===== src/rtl/frame_writer_if.sv =====
// Upstream word stream into frame_writer: valid/ready handshake carrying one
// frame word plus a start-of-frame marker. The source drives the master
// modport, frame_writer uses the slave modport.
interface frame_writer_if #(
  parameter int WORD_W = 32
);
  logic              in_valid;
  logic              in_ready;
  logic [WORD_W-1:0] in_data;
  logic              in_sof;

  modport master (
    output in_valid,
    output in_data,
    output in_sof,
    input  in_ready
  );

  modport slave (
    input  in_valid,
    input  in_data,
    input  in_sof,
    output in_ready
  );
endinterface


===== src/rtl/frame_writer.sv =====
// frame_writer: producer side of the 16-word frame register file.
// Collects a stream of words into a 4x4 frame (word k -> slot k), then
// commits it with a two-cycle write strobe: the small group (Small_or_Big=0)
// first, then the big group (Small_or_Big=1) together with frame_done.
// Optional build macro FRAME_WRITER_BYTE_SWAP_EN: byte-reverse every captured
// word before storage (WORD_W must then be 32). Handshake and timing are the
// same in both builds.
module frame_writer #(
  parameter int WORD_W    = 32,
  parameter int NUM_WORDS = 16
) (
  input  logic              clk,
  input  logic              rst_n,
  frame_writer_if.slave     bus,
  output logic [WORD_W-1:0] frame_0_out,
  output logic [WORD_W-1:0] frame_1_out,
  output logic [WORD_W-1:0] frame_2_out,
  output logic [WORD_W-1:0] frame_3_out,
  output logic [WORD_W-1:0] frame_4_out,
  output logic [WORD_W-1:0] frame_5_out,
  output logic [WORD_W-1:0] frame_6_out,
  output logic [WORD_W-1:0] frame_7_out,
  output logic [WORD_W-1:0] frame_8_out,
  output logic [WORD_W-1:0] frame_9_out,
  output logic [WORD_W-1:0] frame_10_out,
  output logic [WORD_W-1:0] frame_11_out,
  output logic [WORD_W-1:0] frame_12_out,
  output logic [WORD_W-1:0] frame_13_out,
  output logic [WORD_W-1:0] frame_14_out,
  output logic [WORD_W-1:0] frame_15_out,
  output logic              write,
  output logic              Small_or_Big,
  output logic              frame_done,
  output logic              busy
);

  typedef enum logic [1:0] {
    ST_COLLECT  = 2'd0,
    ST_WR_SMALL = 2'd1,
    ST_WR_BIG   = 2'd2
  } state_t;

  state_t            state_r;
  logic [3:0]        idx_r;
  logic [WORD_W-1:0] frame_r [NUM_WORDS];
  logic              write_r;
  logic              small_or_big_r;
  logic              frame_done_r;

  // Word transformation applied on capture (identity unless byte swap is built in).
  function automatic logic [WORD_W-1:0] store_word(input logic [WORD_W-1:0] w);
`ifdef FRAME_WRITER_BYTE_SWAP_EN
    store_word = {w[7:0], w[15:8], w[23:16], w[31:24]};
`else
    store_word = w;
`endif
  endfunction

  // Collect/commit FSM; strobe outputs are registered so they are set on the
  // same edge that enters the state they belong to.
  always_ff @(posedge clk) begin
    if (!rst_n) begin
      state_r        <= ST_COLLECT;
      idx_r          <= 4'd0;
      write_r        <= 1'b0;
      small_or_big_r <= 1'b0;
      frame_done_r   <= 1'b0;
      for (int i = 0; i < NUM_WORDS; i++) begin
        frame_r[i] <= '0;
      end
    end else begin
      case (state_r)
        ST_COLLECT: begin
          write_r        <= 1'b0;
          small_or_big_r <= 1'b0;
          frame_done_r   <= 1'b0;
          // in_ready is high throughout COLLECT once out of reset, so a
          // valid word here is always a transfer.
          if (bus.in_valid) begin
            if (bus.in_sof) begin
              // Restart: slot 0 is rewritten, older slots are left as-is.
              frame_r[0] <= store_word(bus.in_data);
              idx_r      <= 4'd1;
            end else begin
              frame_r[idx_r] <= store_word(bus.in_data);
              if (idx_r == 4'd15) begin
                idx_r   <= 4'd0;
                state_r <= ST_WR_SMALL;
                write_r <= 1'b1;
              end else begin
                idx_r <= idx_r + 4'd1;
              end
            end
          end
        end
        ST_WR_SMALL: begin
          write_r        <= 1'b1;
          small_or_big_r <= 1'b1;
          frame_done_r   <= 1'b1;
          state_r        <= ST_WR_BIG;
        end
        ST_WR_BIG: begin
          write_r        <= 1'b0;
          small_or_big_r <= 1'b0;
          frame_done_r   <= 1'b0;
          state_r        <= ST_COLLECT;
        end
        default: begin
          write_r        <= 1'b0;
          small_or_big_r <= 1'b0;
          frame_done_r   <= 1'b0;
          idx_r          <= 4'd0;
          state_r        <= ST_COLLECT;
        end
      endcase
    end
  end

  assign bus.in_ready = (state_r == ST_COLLECT) && rst_n;
  assign busy         = (state_r != ST_COLLECT);
  assign write        = write_r;
  assign Small_or_Big = small_or_big_r;
  assign frame_done   = frame_done_r;

  assign frame_0_out  = frame_r[0];
  assign frame_1_out  = frame_r[1];
  assign frame_2_out  = frame_r[2];
  assign frame_3_out  = frame_r[3];
  assign frame_4_out  = frame_r[4];
  assign frame_5_out  = frame_r[5];
  assign frame_6_out  = frame_r[6];
  assign frame_7_out  = frame_r[7];
  assign frame_8_out  = frame_r[8];
  assign frame_9_out  = frame_r[9];
  assign frame_10_out = frame_r[10];
  assign frame_11_out = frame_r[11];
  assign frame_12_out = frame_r[12];
  assign frame_13_out = frame_r[13];
  assign frame_14_out = frame_r[14];
  assign frame_15_out = frame_r[15];

endmodule


===== src/flat_wrapper.sv =====
// flat-port wrapper written by rule: the top's interface ports become plain ports
module frame_writer_flat 
#(
  parameter int WORD_W    = 32,
  parameter int NUM_WORDS = 16
)
  (clk, rst_n, frame_0_out, frame_1_out, frame_2_out, frame_3_out, frame_4_out, frame_5_out, frame_6_out, frame_7_out, frame_8_out, frame_9_out, frame_10_out, frame_11_out, frame_12_out, frame_13_out, frame_14_out, frame_15_out, write, Small_or_Big, frame_done, busy, bus_in_valid, bus_in_data, bus_in_sof, bus_in_ready);
  frame_writer_if #(.WORD_W(WORD_W)) bus_i ();
  input  logic clk;
  input  logic rst_n;
  output logic [WORD_W-1:0] frame_0_out;
  output logic [WORD_W-1:0] frame_1_out;
  output logic [WORD_W-1:0] frame_2_out;
  output logic [WORD_W-1:0] frame_3_out;
  output logic [WORD_W-1:0] frame_4_out;
  output logic [WORD_W-1:0] frame_5_out;
  output logic [WORD_W-1:0] frame_6_out;
  output logic [WORD_W-1:0] frame_7_out;
  output logic [WORD_W-1:0] frame_8_out;
  output logic [WORD_W-1:0] frame_9_out;
  output logic [WORD_W-1:0] frame_10_out;
  output logic [WORD_W-1:0] frame_11_out;
  output logic [WORD_W-1:0] frame_12_out;
  output logic [WORD_W-1:0] frame_13_out;
  output logic [WORD_W-1:0] frame_14_out;
  output logic [WORD_W-1:0] frame_15_out;
  output logic write;
  output logic Small_or_Big;
  output logic frame_done;
  output logic busy;
  input wire logic [$bits(bus_i.in_valid)-1:0] bus_in_valid;
  input wire logic [$bits(bus_i.in_data)-1:0] bus_in_data;
  input wire logic [$bits(bus_i.in_sof)-1:0] bus_in_sof;
  output wire logic [$bits(bus_i.in_ready)-1:0] bus_in_ready;
  assign bus_i.in_valid = bus_in_valid;
  assign bus_i.in_data = bus_in_data;
  assign bus_i.in_sof = bus_in_sof;
  assign bus_in_ready = bus_i.in_ready;
  frame_writer #(.WORD_W(WORD_W), .NUM_WORDS(NUM_WORDS)) u_core (.clk(clk), .rst_n(rst_n), .bus(bus_i), .frame_0_out(frame_0_out), .frame_1_out(frame_1_out), .frame_2_out(frame_2_out), .frame_3_out(frame_3_out), .frame_4_out(frame_4_out), .frame_5_out(frame_5_out), .frame_6_out(frame_6_out), .frame_7_out(frame_7_out), .frame_8_out(frame_8_out), .frame_9_out(frame_9_out), .frame_10_out(frame_10_out), .frame_11_out(frame_11_out), .frame_12_out(frame_12_out), .frame_13_out(frame_13_out), .frame_14_out(frame_14_out), .frame_15_out(frame_15_out), .write(write), .Small_or_Big(Small_or_Big), .frame_done(frame_done), .busy(busy));
endmodule

===== config.mk =====
export PLATFORM = sky130hd
export DESIGN_NAME = frame_writer_flat
export DESIGN_NICKNAME = d
export VERILOG_FILES = /design/src/rtl/frame_writer_if.sv /design/src/rtl/frame_writer.sv /design/src/flat_wrapper.sv
export SDC_FILE = /design/constraint.sdc
export NUM_CORES = 1
export LEC_CHECK = 0
export ABC_CLOCK_PERIOD_IN_PS = 4800
export BUFFER_PORTS_ARGS = -buffer_cell sky130_fd_sc_hd__clkbuf_2
export CORE_MARGIN = 10
export CORE_UTILIZATION = 26
export DETAILED_ROUTE_END_ITERATION = 7
export HOLD_SLACK_MARGIN = 0.15
export PLACE_DENSITY_LB_ADDON = 0.25
export REMOVE_ABC_BUFFERS = 1
export SLEW_MARGIN = 10
export SYNTH_ARGS = -nofsm -noshare
export SYNTH_HDL_FRONTEND = slang
export SYNTH_SLANG_ARGS = --single-unit

===== constraint.sdc =====
create_clock -name clk -period 4.8 [get_ports clk]
set_clock_uncertainty 0.05 [all_clocks]
set_input_delay 0.72 -clock clk [delete_from_list [all_inputs] [get_ports clk]]
set_output_delay 0.72 -clock clk [all_outputs]
set_load 0.1 [all_outputs]

=== Word level (Yosys, flattened, before mapping) ===
Memory sizes are Yosys's and may differ from the RTL's.
Cells that the tools add are included.

* Flip-flop bits (word level): 8
* Latch bits: 0
* RAM bits: 512
* Memory bits (read-only): 0
* Input port bits: 36
* Output and inout port bits: 517
* Word-level logic and storage cells: 49
* Memories: 1

{| class="wikitable"
|+ Memory list
! name !! words !! bits a word !! rd ports !! clocked after Yosys merged registers in !! wr ports !! RTL line !! source
|-
| u_core.frame_r || 16 || 32 || 16 || 0 || 16 || frame_writer.sv:45 || <nowiki>logic [WORD_W-1:0] frame_r [NUM_WORDS];</nowiki>
|}

* Add/subtract/negate cells: 1
* Multipliers: 0
* Div/mod/pow operators: 0
* Order comparisons: 0
* Equality and inequality tests: 6
* Shift-type cells: 0
* Muxes and demuxes: 28
* Bitwise operators: 2
* Reduce and logical (&&, ||, !) cells: 7

{| class="wikitable"
|+ Operators by type and width
! kind !! count
|-
| $mux 32 || 2
|-
| $reduce_or 32->1 || 1
|-
| $mux 1 || 16
|-
| $mux 4 || 4
|-
| $pmux 4 s2 || 1
|-
| $mux 2 || 3
|-
| $add 4x1->4 const B || 1
|-
| $eq 4x4->1 const B || 1
|-
| $ne 2x2->1 const B || 2
|-
| $pmux 2 s2 || 1
|-
| $reduce_and 3->1 || 1
|-
| $eq 2x1->1 const B || 1
|-
| $eq 2x2->1 const B || 1
|-
| $logic_not 2->1 || 1
|-
| $ne 2x1->1 const B || 1
|-
| $pmux 1 s2 || 1
|-
| $reduce_and 2->1 || 1
|-
| $reduce_bool 2->1 || 1
|-
| $reduce_or 2->1 || 1
|-
| $logic_and 1x1->1 || 1
|-
| $not 1->1 || 1
|-
| $or 1x1->1 || 1
|}

=== Depth between registers and ports, before layout ===
* Word-level depth: 7
* Gate-level depth with buffers: 8
* Mapped depth without buffers: 5

=== Worst setup path after synthesis ===
OpenSTA, ideal clock, no wires.

* Path type: input port to flip-flop
* Start point: in bus_in_sof
* End point: mem u_core.frame_r[4][0], enable pin
* Setup time: 466 ps
* Arrival: 3,699 ps
* Data required time: 4,284 ps
* Path slack: 586 ps
* Stages: 5
* Path through: and4b_1 > buf_4 > nand2_1 > buf_2 > o21ai_0

{| class="wikitable"
|+ RTL lines
! item !! RTL line !! source
|-
| start, declared || flat_wrapper.sv:33 || <nowiki>input wire logic [$bits(bus_i.in_sof)-1:0] bus_in_sof;</nowiki>
|-
| end, declared || frame_writer.sv:45 ||
|}

==> run summary <==
Worst setup EP type - register
average detailed-routed wire length per instance - 26.59 um
async set-reset flop share out of synthesis - 0
Placer Congestion - 0.8050
signed area change from the synthesized netlist to the final layout - 32.60%
placed wire-length estimate after detailed placement - 52.64 mm
CP Cell Sequence - inv_1 > ha_1 > and4b_1 > nand2_4 > o21ai_4
Yosys warning count - 0
final global-route overflow total - 0
Rows - 98
data arrival at the endpoint of the critical path - 3.76 ns
area of the die - 0.08394 mm^2
crit path kind - register to register
clock network power share - 0.408
worst min-delay path class - input port to register
flop-to-flop setup slack - 1.21 ns
power density of the placed cells - 471.1 mW/mm^2
clock root buffer - sky130_fd_sc_hd__clkbuf_16
number of hold buffers added after cts - 0
max frequency - 278.6 MHz
total global routing track utilization - 0.1752
launch point of the worst path - u_core.state_r[0]
Sum Neg Setup Slack - 0 ns
internal power consumption - 8.257 mW
die outline height - 289.7 um
final hold vios - 0
DR iter-0 viols - 1,223
placed inst area - 0.02290 mm^2
number of distinct library cells after synthesis - 33
critical path data required time - 4.97 ns
slew margin rel. - 0.1862
setup violation total in the final timing report - 0
biggest fanout along the worst timing path - 63
number of placed instances with taps included - 2,756
final-report max-slew violation count - 0
net switching power of the design - 3.559 mW
Largest delay share family, worst path - compound AO/OA/AOI/OAI gates
number of primary I/O pins - 553
detailed-routing iteration count for the pre-antenna-repair pass - 5
final standard cell utilization of the core - 0.3491
maximum vdd drop - 0.2505 mV
maximum number of pins on one net before global-route repair - 69
cell type with the highest aggregate area in the netlist - sky130_fd_sc_hd__edfxtp_1
Clk Latency, worst-skew pair - 0.61 ns
CTS sink count - 520
status - completed
Mapped Avg Cell Area - 14.45 um^2
fraction of post-synthesis cell area in the top cell type by area - 0.8128
time the worst path needs with I/O delays and setup - 3.590 ns
Post-Synthesis Cell Area - 0.01892 mm^2
Final Instance Count excl. Fillers - 2,875
post-CTS setup repair buffer count - 0
Final nets - 1,912
startpoint of the worst hold path - bus_in_sof
slew at the pin closest to its max-slew limit - 1.216 ns
count of buffers inserted at the top-level ports - 552
area taken by multi-input logic gates - 0.003234 mm^2
CTS buffer count - 58
EDFF count, synth - 512
area used by sequential logic in the layout - 0.01553 mm^2
DRC violation count after routing - 0
fillers - 7,106
part of the total power dissipated in sequential elements - 0.443
logic gate share of total power - 0.149
switching part of the total power - 0.3012
fraction of layout instances using a drive strength above 1 - 0.3594
global-route wire length before repair - 103.5 mm
Reg clk slew, reported paths - 0.06 ns
overall via count from detail_route - 12,790
part of the cycle the worst path needs - 0.7479
summed area of non-filler cells in the final layout - 0.02508 mm^2
Gate Count Post-Synth - 1,309
Slowest-stage cell, CP - sky130_fd_sc_hd__o21ai_4
startpoint of the worst register-to-register path - u_core.state_r[0]
largest stage delay on the critical path - 1.15 ns
leading post-synthesis cells by cell area - sky130_fd_sc_hd__edfxtp_1 81%, sky130_fd_sc_hd__nor2_1 9.0%, sky130_fd_sc_hd__nand2_1 2.7%
Antenna Violating Nets Remaining - 0
Synth Register Bits - 520
vias in the first global route - 13,270
register area share after synthesis - 0.8213
buffering stage count on the worst path with inverters included - 1
kind of start point of the critical path - register
maximum number of buffers from clock root to sink - 3
number of vias per cell after detailed routing - 4.447
post_cts resized - 0
Initial Util - 0.2633
H-Tree Depth - 2
Core Region - 0.07185 mm^2
setup repair after global routing missed its margin - false
flip-flop cell with the highest count after synthesis - sky130_fd_sc_hd__edfxtp_1
wirelength, routed - 76.45 mm
P_leak - 9.763 nW
initial antenna violation count - 10
number of max-capacitance violations reported - 0
die span in x - 289.7 um
CTS tree - done
cell families after synthesis:
family          Yosys count  share of synthesized area
simple gates            673                     0.1457
flops                   520                     0.8213
compound gates           26                   0.008534
buf+inv                  83                    0.02004
mux                       1                  0.0005292
fa+ha+maj                 6                   0.003969
placed cells by master (no fill, tap or decap), types with 3 or more instances in the layout:
master	n
sky130_fd_sc_hd__ha_1	6
sky130_fd_sc_hd__inv_6	4
sky130_fd_sc_hd__diode_2	5
sky130_fd_sc_hd__clkbuf_1	7
sky130_fd_sc_hd__nand2_4	4
sky130_fd_sc_hd__edfxtp_1	512
sky130_fd_sc_hd__nand3_1	3
sky130_fd_sc_hd__clkinv_1	16
sky130_fd_sc_hd__bufinv_16	12
sky130_fd_sc_hd__clkinv_2	7
sky130_fd_sc_hd__nand2_1	132
sky130_fd_sc_hd__nor2_1	451
sky130_fd_sc_hd__and2_1	33
sky130_fd_sc_hd__clkbuf_2	552
sky130_fd_sc_hd__buf_4	21
sky130_fd_sc_hd__nor2b_1	33
sky130_fd_sc_hd__o21ai_4	15
sky130_fd_sc_hd__clkbuf_16	61
sky130_fd_sc_hd__nand2b_1	4
sky130_fd_sc_hd__dfxtp_1	8
sky130_fd_sc_hd__inv_1	7
synth_stat cells (5+ instances only):
| cell | instances |
|---|---|
| sky130_fd_sc_hd__and2_1 | 33 |
| sky130_fd_sc_hd__buf_2 | 48 |
| sky130_fd_sc_hd__clkbuf_1 | 23 |
| sky130_fd_sc_hd__dfxtp_1 | 8 |
| sky130_fd_sc_hd__edfxtp_1 | 512 |
| sky130_fd_sc_hd__ha_1 | 6 |
| sky130_fd_sc_hd__inv_1 | 7 |
| sky130_fd_sc_hd__nand2_1 | 135 |
| sky130_fd_sc_hd__nand2b_1 | 5 |
| sky130_fd_sc_hd__nor2_1 | 452 |
| sky130_fd_sc_hd__nor2b_1 | 35 |
| sky130_fd_sc_hd__o21ai_0 | 17 |
power groups by stage:
stage	clock network (mW)	registers (mW)	logic (mW)
after floorplan	0	6.56	0.115
after global placement	0	5.33	1.77
after detailed placement	0	5.33	1.77
after CTS	4.91	5.24	1.77
after global routing	5.10	5.24	1.80
final	4.83	5.23	1.76
routing by layer:
metal / up-vias / GRT usage / wire (um)
met4: 0 / 0.06741 / 2834
met2: 581 / 0.2853 / 36520
met3: 124 / 0.05303 / 7201
met5: - / 0 / 0
met1: 6434 / 0.2162 / 29890
li1: 5647 / - / -
sequential cells by signal, indices dropped and copies added (netlist names):
name and cells:
u_core.Small_or_Big 1, u_core.frame_r 512, u_core.idx_r 4, u_core.state_r 2
u_core.write 1
worst paths after layout:
kind | cells after the start | end
worst min register to register | 2 | u_core.state_r[1]
worst min-delay path | 3 | u_core.idx_r[0]
worst max register to register | 5 | u_core.frame_r[3][3]
worst max-delay path | 5 | u_core.frame_r[3][3]
per-stage QoR:
step / hold slack (ns) / power (mW) / worst slack [ns]
3_3_place_gp: 0.4130 / 7.101 / 1.088
5_1_grt: 0.4188 / 12.14 / 1.039
6_report: 0.4099 / 11.82 / 1.210
2_1_floorplan: 0.3847 / 6.675 / -1.481
3_5_place_dp: 0.4078 / 7.102 / 0.9945
4_1_cts: 0.3693 / 11.92 / 1.233
layout make-up:
class,instances,area share
Antenna cell,5,0.0004989
Tap cell,950,0.04739
Multi-Input combinational cell,706,0.1290
Timing Repair Buffer,577,0.1202
Inverter,7,0.001048
Clock inverter,42,0.02060
Clock buffer,68,0.06191
Sequential cell,520,0.6194
worst register-to-register path, delay by kind of cell (launching register included):
family / cells / cell delay, ns
adders and majority gates: 1 / 0.28
DFF: 1 / 0.33
and+or+nand+nor: 2 / 1.13
AOI/OAI and AO/OA: 1 / 1.30
buffers and inverters: 1 / 0.07
Power figures use the tool's default switching activity.
